File: src/rtl/serial_subtractor.sv
// Bit-serial A-B subtractor, LSB first, one bit per clock.
// Registered difference, final borrow and signed overflow.
module serial_subtractor #(
  parameter int WIDTH = 8
) (
  input  logic             clk,
  input  logic             rst,
  input  logic             start,
  input  logic [WIDTH-1:0] A,
  input  logic [WIDTH-1:0] B,
  output logic [WIDTH-1:0] D,
  output logic             Bout,
  output logic             V,
  output logic             busy,
  output logic             done
);

  localparam int CW = (WIDTH > 1) ? $clog2(WIDTH) : 1;
  localparam logic [CW-1:0] LAST = CW'(WIDTH - 1);

  typedef enum logic [1:0] {
    IDLE = 2'd0,
    RUN  = 2'd1,
    DONE = 2'd2
  } state_e;

  state_e           state_q, state_d;
  logic [WIDTH-1:0] a_q, a_d;
  logic [WIDTH-1:0] b_q, b_d;
  logic [WIDTH-1:0] res_q, res_d;
  logic [CW-1:0]    cnt_q, cnt_d;
  logic             bor_q, bor_d;
  logic             am_q, am_d;
  logic             bm_q, bm_d;
  logic [WIDTH-1:0] d_q, d_d;
  logic             bout_q, bout_d;
  logic             v_q, v_d;

  logic             abit;
  logic             bbit;
  logic             dbit;
  logic             bnext;
  logic [WIDTH-1:0] rnext;

  // One full-subtractor cell on the current LSBs
  assign abit  = a_q[0];
  assign bbit  = b_q[0];
  assign dbit  = abit ^ bbit ^ bor_q;
  assign bnext = (~abit & bbit) | (~(abit ^ bbit) & bor_q);
  assign rnext = {dbit, res_q[WIDTH-1:1]};

  // Next-state logic: capture, shift, and publish on the last bit
  always_comb begin
    state_d = state_q;
    a_d     = a_q;
    b_d     = b_q;
    res_d   = res_q;
    cnt_d   = cnt_q;
    bor_d   = bor_q;
    am_d    = am_q;
    bm_d    = bm_q;
    d_d     = d_q;
    bout_d  = bout_q;
    v_d     = v_q;
    unique case (state_q)
      IDLE: begin
        if (start) begin
          a_d     = A;
          b_d     = B;
          am_d    = A[WIDTH-1];
          bm_d    = B[WIDTH-1];
          res_d   = '0;
          cnt_d   = '0;
          bor_d   = 1'b0;
          state_d = RUN;
        end
      end
      RUN: begin
        a_d   = a_q >> 1;
        b_d   = b_q >> 1;
        res_d = rnext;
        bor_d = bnext;
        cnt_d = cnt_q + CW'(1);
        if (cnt_q == LAST) begin
          state_d = DONE;
          d_d     = rnext;
          bout_d  = bnext;
          v_d     = (am_q ^ bm_q) & (rnext[WIDTH-1] ^ am_q);
        end
      end
      DONE: begin
        state_d = IDLE;
      end
      default: begin
        state_d = IDLE;
      end
    endcase
  end

  // State and datapath registers with synchronous reset
  always_ff @(posedge clk) begin
    if (rst) begin
      state_q <= IDLE;
      a_q     <= '0;
      b_q     <= '0;
      res_q   <= '0;
      cnt_q   <= '0;
      bor_q   <= 1'b0;
      am_q    <= 1'b0;
      bm_q    <= 1'b0;
      d_q     <= '0;
      bout_q  <= 1'b0;
      v_q     <= 1'b0;
    end else begin
      state_q <= state_d;
      a_q     <= a_d;
      b_q     <= b_d;
      res_q   <= res_d;
      cnt_q   <= cnt_d;
      bor_q   <= bor_d;
      am_q    <= am_d;
      bm_q    <= bm_d;
      d_q     <= d_d;
      bout_q  <= bout_d;
      v_q     <= v_d;
    end
  end

  assign D    = d_q;
  assign Bout = bout_q;
  assign V    = v_q;
  assign busy = (state_q == RUN);
  assign done = (state_q == DONE);

endmodule

File: config.mk
export PLATFORM = sky130hd
export DESIGN_NAME = serial_subtractor
export DESIGN_NICKNAME = d
export VERILOG_FILES = /design/src/rtl/serial_subtractor.sv
export SDC_FILE = /design/constraint.sdc
export NUM_CORES = 1
export LEC_CHECK = 0
export BUFFER_PORTS_ARGS = -buffer_cell sky130_fd_sc_hd__buf_2
export CAP_MARGIN = 20
export CELL_PAD_IN_SITES_DETAIL_PLACEMENT = 0
export CELL_PAD_IN_SITES_GLOBAL_PLACEMENT = 2
export CORE_MARGIN = 5
export CORE_UTILIZATION = 30
export DETAILED_ROUTE_END_ITERATION = 8
export HOLD_SLACK_MARGIN = 0.08
export PLACE_DENSITY_LB_ADDON = 0.25
export SLEW_MARGIN = 0
export SYNTH_ARGS = -nofsm -noshare
export SYNTH_HDL_FRONTEND = slang
export SYNTH_SLANG_ARGS = --single-unit
File: constraint.sdc
create_clock -name clk -period 1.39 [get_ports clk]
set_input_delay 0.2085 -clock clk [delete_from_list [all_inputs] [get_ports clk]]
set_output_delay 0.2085 -clock clk [all_outputs]
set_load 0.05 [all_outputs]
# Yosys cells after proc, flatten, opt, wreduce, memory -nomap -nowiden
# Cells that the tools add are included.
dict set report totals {
  regBits 42
}
dict set report op_classes {
  eq_ne 5
  n_mux 13
  n_bitwise 10
  reduce_logical 6
  addsub 1
}
# op count
set op_table {}
lappend op_table {{case mux 8 bit (2 select lines)} 3}
lappend op_table {{2-to-1 mux 8 bit} 3}
lappend op_table {{AND reduction 2 bit} 4}
lappend op_table {{case mux 3 bit (2 select lines)} 1}
lappend op_table {{2-to-1 mux 2 bit} 2}
lappend op_table {{case mux 2 bit (2 select lines)} 1}
lappend op_table {{bitwise XOR 1 bit} 4}
lappend op_table {{adder 3 x 1 -> 3 bit (second input constant)} 1}
lappend op_table {{bitwise AND 1 bit} 3}
lappend op_table {{equality test 3 bit (second input constant)} 1}
lappend op_table {{2-to-1 mux 3 bit} 1}
lappend op_table {{equality test 2 x 1 -> 1 bit (second input constant)} 1}
lappend op_table {{equality test 2 bit (second input constant)} 1}
lappend op_table {{zero test 2 bit} 1}
lappend op_table {{!= test 2 x 1 -> 1 bit (second input constant)} 1}
lappend op_table {{!= test 2 bit (second input constant)} 1}
lappend op_table {{inverter 1 bit} 2}
lappend op_table {{case mux 1 bit (2 select lines)} 1}
lappend op_table {{nonzero test 2 bit} 1}
lappend op_table {{2-to-1 mux 1 bit} 1}
lappend op_table {{bitwise OR 1 bit} 1}

# Longest topological paths before layout
# Gate-level depths: netlist of the first run.
dict set report logic_depth {
  ltp_word 5
  depth_mapped 6
  mapped_depth_nobuf 5
}

# Worst setup path after synthesis of the first run
# No wires, ideal clock.
dict set report synth_path {
  path_kind {register to output}
  start {reg state_q[0]}
  end {out done}
  required_ps 1182
  path_buffers 2
  arrival_ps 1315
  stages_incl_launch_ff 4
  setup_slack_ps -134
  cell_sequence {dfxtp_1 -> buf_6 -> buf_8 -> nor2b_1}
}
dict set report synth_between {
  elab_chain_cells 1
}
# item line_no
set synth_rtl {}
lappend synth_rtl {{start: declaration} 27} ;# state_e state_q, state_d;
lappend synth_rtl {{start signal: assignment} 115} ;# state_q <= state_d;
lappend synth_rtl {{equality test 2 bit} 133} ;# assign done = (state_q == DONE);
lappend synth_rtl {{end: declaration} 15} ;# output logic done
# Every way passes these cells.

# Worst setup path in the final report of the first run
dict set report layout_path {
  start {reg a_q[0]}
  end {reg v_q (netlist: V)}
}
dict set report layout_between {
  elab_chain_cells 4
}
# item line_no
set layout_rtl {}
lappend layout_rtl {{start: declaration} 28} ;# logic [WIDTH-1:0] a_q, a_d;
lappend layout_rtl {{start signal: assignment} 104} ;# a_q <= '0;
lappend layout_rtl {{start signal: assignment} 116} ;# a_q <= a_d;
lappend layout_rtl {{bitwise XOR 1 bit (2 in series)} 48} ;# assign dbit = abit ^ bbit ^ bor_q;
lappend layout_rtl {{named net dbit} 41} ;# logic dbit;
lappend layout_rtl {{bitwise XOR 1 bit} 88} ;# v_d = (am_q ^ bm_q) & (rnext[WIDTH-1] ^ am_q);
lappend layout_rtl {{bitwise AND 1 bit} 88}
lappend layout_rtl {{end signal: assignment} 125} ;# v_q <= v_d;
lappend layout_rtl {{end: declaration} 37} ;# logic v_q, v_d;
# The timed path passes the listed nets, and every way through them passes these cells.
# A chain may end at the register's enable or synchronous reset.

==> results of run 1 <==
-- kinds of logic (layout without fill, tap and decap cells) --
logic type                 count (synthesis)  count (layout)  share of synthesized area (%)
AOI/OAI and AO/OA                         48              48                           22.2
adders and majority gates                  3               3                           2.54
buffers and inverters                     20              61                           7.34
DFF                                       41              41                           46.3
muxes                                     13              13                           7.34
and+or+nand+nor                           59              59                           14.3
-- layer usage --
metal | vias to the layer above | GRT usage, %
li1 | 713 | -
met1 | 665 | 13.3
met2 | 26 | 18.9
met3 | 5 | 4.54
met4 | 0 | 3.12
met5 | - | 0
-- stage by stage --
step                      hold WS (ns)  setup TNS (ns)  instances  cell area, µm²  total power, µW
after global routing             0.188         -0.0847        300            2250             2720
after global placement           0.443         -0.0226        289            2050             1590
after floorplan                  0.367               0        184            1770             1510
after CTS                        0.192               0        297            2190             2600
after detailed placement         0.445          -0.262        289            2050             1600
final                            0.206               0        300            2250             2560
-- worst reg2reg max path, cell delays in order, from the launching register on --
cell and delay, ns:
dfxtp_1 0.34, fa_2 0.63, nand3b_1 0.11, a211oi_2 0.20
-- report_power, final --
| group | internal, µW | switching (µW) | leakage (µW) |
|---|---|---|---|
| sequential | 1230 | 35.9 | 0.000337 |
| clock | 586 | 402 | 0.0000585 |
| combinational | 149 | 165 | 0.000512 |
| total | 1960 | 604 | 0.000908 |
-- cell usage after synthesis --
library cell,instances
dfxtp_1,41
nor2_1,32
nand2_1,18
a21oi_1,17
a211oi_2,13
mux2i_1,13
a22oi_1,9
inv_1,6
buf_6,4
buf_4,3
clkbuf_1,3
nand2b_1,3
a211oi_1,2
buf_2,2
ha_1,2
o21ai_0,2
o221a_2,2
a2bb2oi_1,1
and3b_1,1
buf_1,1
buf_8,1
fa_1,1
nand3b_1,1
nand3b_2,1
nor2b_1,1
nor3_1,1
nor3b_1,1
o21ba_1,1
o21bai_2,1
-- how the worst max path moves through the flow --
stage	end	start	cells past startpoint
4_1_cts	done	state_q[1]	3
2_1_floorplan	Bout	cnt_q[0]	5
5_1_grt	V	b_q[0]	4
3_5_place_dp	D[6]	cnt_q[0]	6
3_3_place_gp	V	b_q[0]	5
6_report	V	a_q[0]	3
-- timing repair --
action | in CTS | in global routing
hold buffers | 0 | 0
pin swaps | 1 | 4
setup endpoints to repair | 10 | 10
endpoints found under the hold margin | 0 | 0
gates resized for setup | 9 | 13
buffers inserted | 0 | 3
gates cloned | 0 | 0
-- sequential cells by signal, summed over array words and instances (netlist names) --
register	count
bor_q	1
bm_q	1
D	8
Bout	1
cnt_q	3
b_q	8
state_q	2
res_q	7
a_q	8
am_q	1
V	1
-- cell type report --
class	instances	area, µm²
clock buffer	7	86.3
clock inverter	1	30.0
timing repair buffer	47	332
inverter	6	22.5
fill	624	3560
multi-input combinational	123	860
tap	75	93.8
sequential	41	830
==> flow_metrics.env, run 1 <==
export IMPL_firstDrtPassIters=4
export IMPL_avgSynthCellArea_um2=9.63
export IMPL_fin_crit_sh_pct=97.4
export IMPL_synthCells=184
export IMPL_fin_util_pct=38.7
export IMPL_r2r_start="a_q[0]"
export IMPL_mostFrequentLayoutCell="dfxtp_1"
export IMPL_cts_buffers=5
export IMPL_wl_met1_um=1770
export IMPL_fin_skew_ns=0.00588
export IMPL_yosysSeqAreaShare_pct=46.3
export IMPL_yosys_warnings=0
export IMPL_hold_class="in2reg"
export IMPL_clkTransAtPathRegs_ns=0.08
export IMPL_gp_congestion=0.720
export IMPL_vdd_ir_drop_max_mv=0.516
export IMPL_grt_total_usage_pct=11.3
export IMPL_crit_type="reg2reg"
export IMPL_reg2reg_slack_ns=0.04
export IMPL_grt_pass1_vias=1429
export IMPL_core_area_um2=5820
export IMPL_postRouteWirelength_um=3940
export IMPL_clockBufferDepth=2
export IMPL_met3_length_um=203
export IMPL_path_delay_family="adder cells"
export IMPL_clock_fmax_ghz=0.739
export IMPL_rr_endpoint="V"
export IMPL_drv_cap=0
export IMPL_start_util_pct=30.5
export IMPL_slew_headroom_pct=75.5
export IMPL_grt_first_pass_wirelength_um=6660
export IMPL_wl_per_cell_um=13.1
export IMPL_syn_num_nets=206
export IMPL_ys_seq_elements=41
export IMPL_ant_nets=0
export IMPL_holdPathStages=3
export IMPL_n_antenna_cell=0
export IMPL_antenna_found_initial=0
export IMPL_status="complete, no violations"
export IMPL_reg2reg_depth=3
export IMPL_min_period_ns=1.35
export IMPL_tightest_slew_ns=0.366
export IMPL_portBuffers=30
export IMPL_netlist_area_um2=1770
export IMPL_p_leak_uw=0.000908
export IMPL_die_x_um=86.9
export IMPL_via_per_inst=4.70
export IMPL_slowest_delay_ns=0.63
export IMPL_ys_top_cells_by_area="dfxtp_1, a211oi_2, mux2i_1, nor2_1, a21oi_1"
export IMPL_pre_cts_slack_ns=-0.0510
export IMPL_drt_initial_drc_count=28
export IMPL_hold_viol=0
export IMPL_wl_met2_um=1920
export IMPL_power_density_nw_per_um2=1140
export IMPL_cp_data_required_time_ns=1.60
export IMPL_die_area_um2=7540
export IMPL_drive_gt1_share_pct=38.2
export IMPL_yosys_area_top_type="dfxtp_1"
export IMPL_critPathMaxFanout=4
export IMPL_die_y_um=86.9
export IMPL_cts_sinks=41
export IMPL_final_cell_mix="dfxtp_1, nor2_1, buf_2"
export IMPL_worst_slack_ns=0.0364
export IMPL_vias=1409
export IMPL_synth_cell_types=29
export IMPL_min_to="a_q[7]"
export IMPL_path_buf_inv=0
export IMPL_crit_arrival_ns=1.57
export IMPL_start_kind="flop"
export IMPL_top_layer="met4"
export IMPL_clockRootBuffer="clkbuf_8"
export IMPL_final_net_count=246
export IMPL_synth_top_area_share_pct=46.3
export IMPL_grt_setup_unrepaired="true"
export IMPL_path_cells="fa_2 > nand3b_1 > a211oi_2"
export IMPL_hold_start="A[7]"
export IMPL_grt_max_degree=25
export IMPL_drv_slew=0
export IMPL_syn_to_final_growth_pct=27.2
export IMPL_setup_viol=0
export IMPL_ios=31
export IMPL_drc=0
export IMPL_htree_levels=2
export IMPL_cts_tree="yes"
export IMPL_endpoint_kind="flop"
export IMPL_dp_hpwl_um=2880
export IMPL_overflow=0
export IMPL_clkLatencyLatePin_ns=0.29
export IMPL_crit_slowest_cell="fa_2"
export IMPL_rows=28
(Power assumes the default switching activity.)
==> inputs of run 2 (changes only) <==
--- a/config.mk
+++ b/config.mk
@@ -10,10 +10,11 @@
 export CELL_PAD_IN_SITES_DETAIL_PLACEMENT = 0
 export CELL_PAD_IN_SITES_GLOBAL_PLACEMENT = 2
 export CORE_MARGIN = 5
-export CORE_UTILIZATION = 30
+export CORE_UTILIZATION = 32
+export CTS_BUF_LIST = sky130_fd_sc_hd__clkbuf_4
 export DETAILED_ROUTE_END_ITERATION = 8
 export HOLD_SLACK_MARGIN = 0.08
-export PLACE_DENSITY_LB_ADDON = 0.25
+export PLACE_DENSITY = 0.74
 export SLEW_MARGIN = 0
 export SYNTH_ARGS = -nofsm -noshare
 export SYNTH_HDL_FRONTEND = slang
==> run 2 against run 1 <==
Critical path depth up 1. Design area up 0.22%. Sequential share of layout area up 0.14 points. Critical endpoint unchanged. Count of clock-buffer cells in the layout down 2. Largest power group unchanged.
==> flow_metrics.env, run 2 (synthesized netlist as in run 1, its figures left out) <==
export IMPL_fin_skew_ns=0.0107
export IMPL_drv_cap=0
export IMPL_crit_start="b_q[0]"
export IMPL_cts_sinks=41
export IMPL_hold_class="in2reg"
export IMPL_clkLatencyLatePin_ns=0.34
export IMPL_grt_total_usage_pct=11.4
export IMPL_mostFrequentLayoutCell="dfxtp_1"
export IMPL_grt_max_degree=26
export IMPL_num_fill_cells=553
export IMPL_grt_setup_unrepaired="true"
export IMPL_die_y_um=84.4
export IMPL_vias=1426
export IMPL_cts_buffers=5
export IMPL_antenna_found_initial=0
export IMPL_cts_tree="yes"
export IMPL_wl_per_cell_um=13.4
export IMPL_cp_data_required_time_ns=1.66
export IMPL_pre_cts_slack_ns=-0.00699
export IMPL_die_area_um2=7130
export IMPL_hold_buffers=0
export IMPL_ios=31
export IMPL_drc=0
export IMPL_reg2reg_depth=4
export IMPL_p_leak_uw=0.000949
export IMPL_min_period_ns=1.34
export IMPL_dp_hpwl_um=2800
export IMPL_clkTransAtPathRegs_ns=0.12
export IMPL_slew_headroom_pct=69.7
export IMPL_final_cell_area_um2=2260
export IMPL_final_cell_mix="dfxtp_1, nor2_1, buf_2"
export IMPL_setup_viol=0
export IMPL_rows=27
export IMPL_endpoint="V"
export IMPL_grt_first_pass_wirelength_um=6530
export IMPL_ant_nets=0
export IMPL_rr_endpoint="V"
export IMPL_start_util_pct=32.6
export IMPL_portBuffers=30
export IMPL_fin_util_pct=41.5
export IMPL_start_kind="flop"
export IMPL_final_net_count=253
export IMPL_reg2reg_slack_ns=0.05
export IMPL_firstDrtPassIters=4
export IMPL_via_per_inst=4.69
export IMPL_worst_slack_ns=0.0461
export IMPL_grt_pass1_vias=1392
export IMPL_syn_to_final_growth_pct=27.5
export IMPL_postRouteWirelength_um=4070
export IMPL_overflow=0
export IMPL_fin_crit_sh_pct=96.7
export IMPL_vdd_ir_drop_max_mv=0.377
export IMPL_endpoint_kind="flop"
export IMPL_r2r_start="b_q[0]"
export IMPL_slowest_delay_ns=0.57
export IMPL_clock_fmax_ghz=0.744
export IMPL_critPathMaxFanout=4
export IMPL_drv_slew=0
export IMPL_htree_levels=2
export IMPL_status="complete, no violations"
export IMPL_die_x_um=84.4
export IMPL_clockBufferDepth=2
export IMPL_core_area_um2=5440
export IMPL_crit_type="reg2reg"
export IMPL_crit_arrival_ns=1.62
export IMPL_crit_slowest_cell="fa_2"
export IMPL_path_cells="inv_2 > fa_2 > nand3b_1 > a211oi_1"
export IMPL_power_uw=2180
export IMPL_drt_initial_drc_count=39
export IMPL_gp_congestion=0.740
export IMPL_drive_gt1_share_pct=39.7
export IMPL_dpl_instance_area_um2=2030
export IMPL_clockRootBuffer="clkbuf_4"
export IMPL_tightest_slew_ns=0.454
export IMPL_n_antenna_cell=0
export IMPL_hold_viol=0
export IMPL_power_density_nw_per_um2=966
==> run 2: how the worst min path moves through the flow <==
stage                     startpoint      to  slack [ns]  depth (start not counted)
after floorplan                 A[7]    am_q        0.37                          2
after global placement          D[5]    D[5]        0.44                          2
after detailed placement        D[6]    D[6]        0.44                          2
after CTS                       A[7]  a_q[7]        0.09                          3
after global routing            A[7]  a_q[7]        0.09                          3
final                           A[7]  a_q[7]        0.11                          3
==> run 2: critical path: cells and delay by family (launching register included) <==
| family | cells | cell delay, ns |
|---|---|---|
| adder cells (fa/ha/maj) | 1 | 0.57 |
| flip-flops | 1 | 0.36 |
| AO/OA/AOI/OAI | 1 | 0.22 |
| AND/OR/NAND/NOR | 1 | 0.09 |
| buffers and inverters | 1 | 0.04 |
==> run 2: through the flow <==
step / cells / TNS (ns) / hold WS, ns
floorplan: 184 / 0 / 0.367
global placement: 285 / 0 / 0.444
detailed placement: 285 / -0.00699 / 0.443
CTS: 297 / 0 / 0.0925
global route: 304 / -0.00396 / 0.0944
finish: 304 / 0 / 0.107
==> run 2: final cells by class <==
type,instances,area [µm²],share of cell area [%]
inverter,6,22.5,0.997
clock buffer,5,37.5,1.66
timing repair buffer,54,400,17.7
sequential,41,835,37.0
multi-input combinational,123,861,38.1
tap,72,90.1,3.99
clock inverter,3,12.5,0.554
==> run 2: routing by layer <==
metal,global-route usage [%],routed length (µm)
met1,13.4,1800
met2,19.5,2040
met3,3.93,178
met4,3.45,49
met5,0,0
==> run 2: what timing repair did <==
action	CTS	global route
pin swaps	1	5
buffers inserted	4	6
resized for setup	17	10
hold endpoints to repair	0	0
cloned	0	1
setup endpoints to repair	3	17
==> run 2: power breakdown <==
group          internal [µW]  switching, µW
clock                    183            375
combinational            184            179
sequential              1230           34.3
total                   1590            588
==> inputs of run 3 (changes only) <==
--- a/config.mk
+++ b/config.mk
@@ -13,6 +13,7 @@
 export CORE_UTILIZATION = 32
 export CTS_BUF_LIST = sky130_fd_sc_hd__clkbuf_4
 export DETAILED_ROUTE_END_ITERATION = 8
+export GPL_TIMING_DRIVEN = 0
 export HOLD_SLACK_MARGIN = 0.08
 export PLACE_DENSITY = 0.74
 export SLEW_MARGIN = 0
==> run 3 against run 2 <==
The run now ends with setup timing left. Clock skew fell by 0.0052 ns. Sequential power about the same. Hold slack better by 0.018 ns. Critical path depth is the same. Via count increased by 1.2%.
==> flow_metrics.env, run 3 (synthesized netlist as in run 1, its figures left out) <==
export IMPL_status="complete, but fails checks"
export IMPL_violations="setup timing"
export IMPL_die_y_um=84.4
export IMPL_firstDrtPassIters=4
export IMPL_antenna_found_initial=0
export IMPL_htree_levels=2
export IMPL_drt_initial_drc_count=40
export IMPL_use_met1_pct=15.2
export IMPL_fin_crit_sh_pct=103
export IMPL_final_net_count=251
export IMPL_setup_tns_ns=-0.0449
export IMPL_fin_skew_ns=0.00549
export IMPL_path_buf_inv=3
export IMPL_vias=1443
export IMPL_drc=0
export IMPL_place_inst=284
export IMPL_grt_busiest_layer="met2"
export IMPL_power_switching_uw=596
export IMPL_min_period_ns=1.43
export IMPL_fin_util_pct=41.6
export IMPL_grt_total_usage_pct=12.1
export IMPL_drv_slew=0
export IMPL_p_sw_share_pct=27.2
export IMPL_cts_tree="yes"
export IMPL_endpoint_kind="primary output"
export IMPL_crit_arrival_ns=1.23
export IMPL_tightest_slew_ns=0.625
export IMPL_seq_power_share_pct=57.7
export IMPL_path_cells="buf_12 > buf_12 > nor2b_4 > buf_6"
export IMPL_clkLatencyLatePin_ns=0.34
export IMPL_pwr_share_clk_pct=25.2
export IMPL_cp_data_required_time_ns=1.18
export IMPL_vdd_ir_drop_max_mv=0.425
export IMPL_grt_first_pass_wirelength_um=6850
export IMPL_postRouteWirelength_um=4290
export IMPL_ant_nets=0
export IMPL_num_fill_cells=554
export IMPL_crit_path_frequent_cell="buf_12"
export IMPL_crit_slowest_cell="dfxtp_4"
export IMPL_hold_class="in2reg"
export IMPL_power_uw=2190
export IMPL_p_comb_share_pct=17.1
export IMPL_setup_viol=1
export IMPL_wl_per_cell_um=14.2
export IMPL_worst_slack_ns=-0.0449
export IMPL_portBuffers=28
export IMPL_overflow=0
export IMPL_hold_viol=0
export IMPL_n_antenna_cell=0
export IMPL_final_cells=302
export IMPL_ios=31
export IMPL_power_density_nw_per_um2=967
export IMPL_clockBufferDepth=2
export IMPL_drv_cap=0
export IMPL_start_kind="flop"
export IMPL_cts_buffers=5
export IMPL_clkTransAtPathRegs_ns=0.12
export IMPL_syn_to_final_growth_pct=27.8
export IMPL_crit_type="reg2out"
export IMPL_grt_setup_unrepaired="true"
export IMPL_die_x_um=84.4
export IMPL_use_met2_pct=20.2
export IMPL_drive_gt1_share_pct=39.6
export IMPL_critPathMaxFanout=4
export IMPL_p_leak_uw=0.000919
export IMPL_gp_congestion=0.708
export IMPL_clock_fmax_ghz=0.697
export IMPL_final_cell_mix="dfxtp_1, nor2_1, buf_2"
export IMPL_p_int_uw=1590
export IMPL_slew_headroom_pct=58.4
export IMPL_core_area_um2=5440
export IMPL_grt_met3_usage_pct=3.73
export IMPL_die_area_um2=7130
export IMPL_cts_sinks=41
export IMPL_clockRootBuffer="clkbuf_4"
export IMPL_mostFrequentLayoutCell="dfxtp_1"
export IMPL_via_per_inst=4.78
export IMPL_dp_hpwl_um=2930
export IMPL_grt_max_degree=13
export IMPL_start_util_pct=32.6
export IMPL_path_delay_family="buffers and inverters"
export IMPL_grt_pass1_vias=1379
export IMPL_rows=27
export IMPL_slowest_delay_ns=0.39
[run 3: cell types whose count changed in the layout (fill, tap and decap cells not counted), moves of 2 or more]
cell / before / now
clkbuf_1: 0 / 3
buf_4: 19 / 12
a211oi_2: 13 / 15
buf_6: 2 / 6
a211oi_1: 2 / 0
[run 3: path summary, 6_finish.rpt]
kind,start,end,slack (ns),depth (start not counted)
hold / removal,B[7],b_q[7],0.12,3
hold reg to reg,D[6],D[6],0.46,2
setup / recovery,state_q[0],done,-0.04,4
setup reg to reg,b_q[0],V,0.05,5
[run 3: power groups by stage]
stage	clock network (µW)	registers, µW	logic, µW
3_5_place_dp	0	1290	305
6_report	552	1260	373
2_1_floorplan	0	1280	231
4_1_cts	595	1260	352
5_1_grt	621	1270	412
3_3_place_gp	0	1290	297
[run 3: final cells by class]
cell class              count  area [µm²]  area share, %
plain buffers              13         120           5.30
clock buffers               5        37.5           1.66
clock inverters             3        12.5          0.552
inverters                   6        25.0           1.10
multi-input cells         123         902           39.8
flip-flops and latches     41         835           36.9
well taps                  72        90.1           3.98
repair buffers             39         243           10.7
[run 3: per-stage QoR]
step	worst slack [ns]	hold slack, ns	instance area, µm²
2_1_floorplan	0.0780	0.367	1770
3_3_place_gp	-0.0471	0.441	2000
3_5_place_dp	-0.104	0.447	2000
4_1_cts	-0.0671	0.110	2170
5_1_grt	-0.0842	0.113	2260
6_report	-0.0449	0.124	2260
[run 3: what timing repair did]
item / 4_1_cts / 5_1_grt
gates cloned: 0 / 1
hold buffers: 0 / 0
setup buffers: 6 / 4
endpoints found under the setup margin: 12 / 20
pin swaps: 2 / 7
resized for setup: 23 / 19
[run 3: metal layers]
metal  part of all wire [%]  wire length (µm)  vias up
li1                       -                 -      727
met1                     45              1940      683
met2                     49              2110       28
met3                    4.5               194        5
met4                    1.1                48        0
met5                      0                 0        -
[run 3: worst reg2reg max path: stages, from the launching register on]
cell and delay, ns:
dfxtp_2 0.36, inv_2 0.04, fa_2 0.59, nor2_2 0.05
a21oi_2 0.12, a211oi_2 0.08
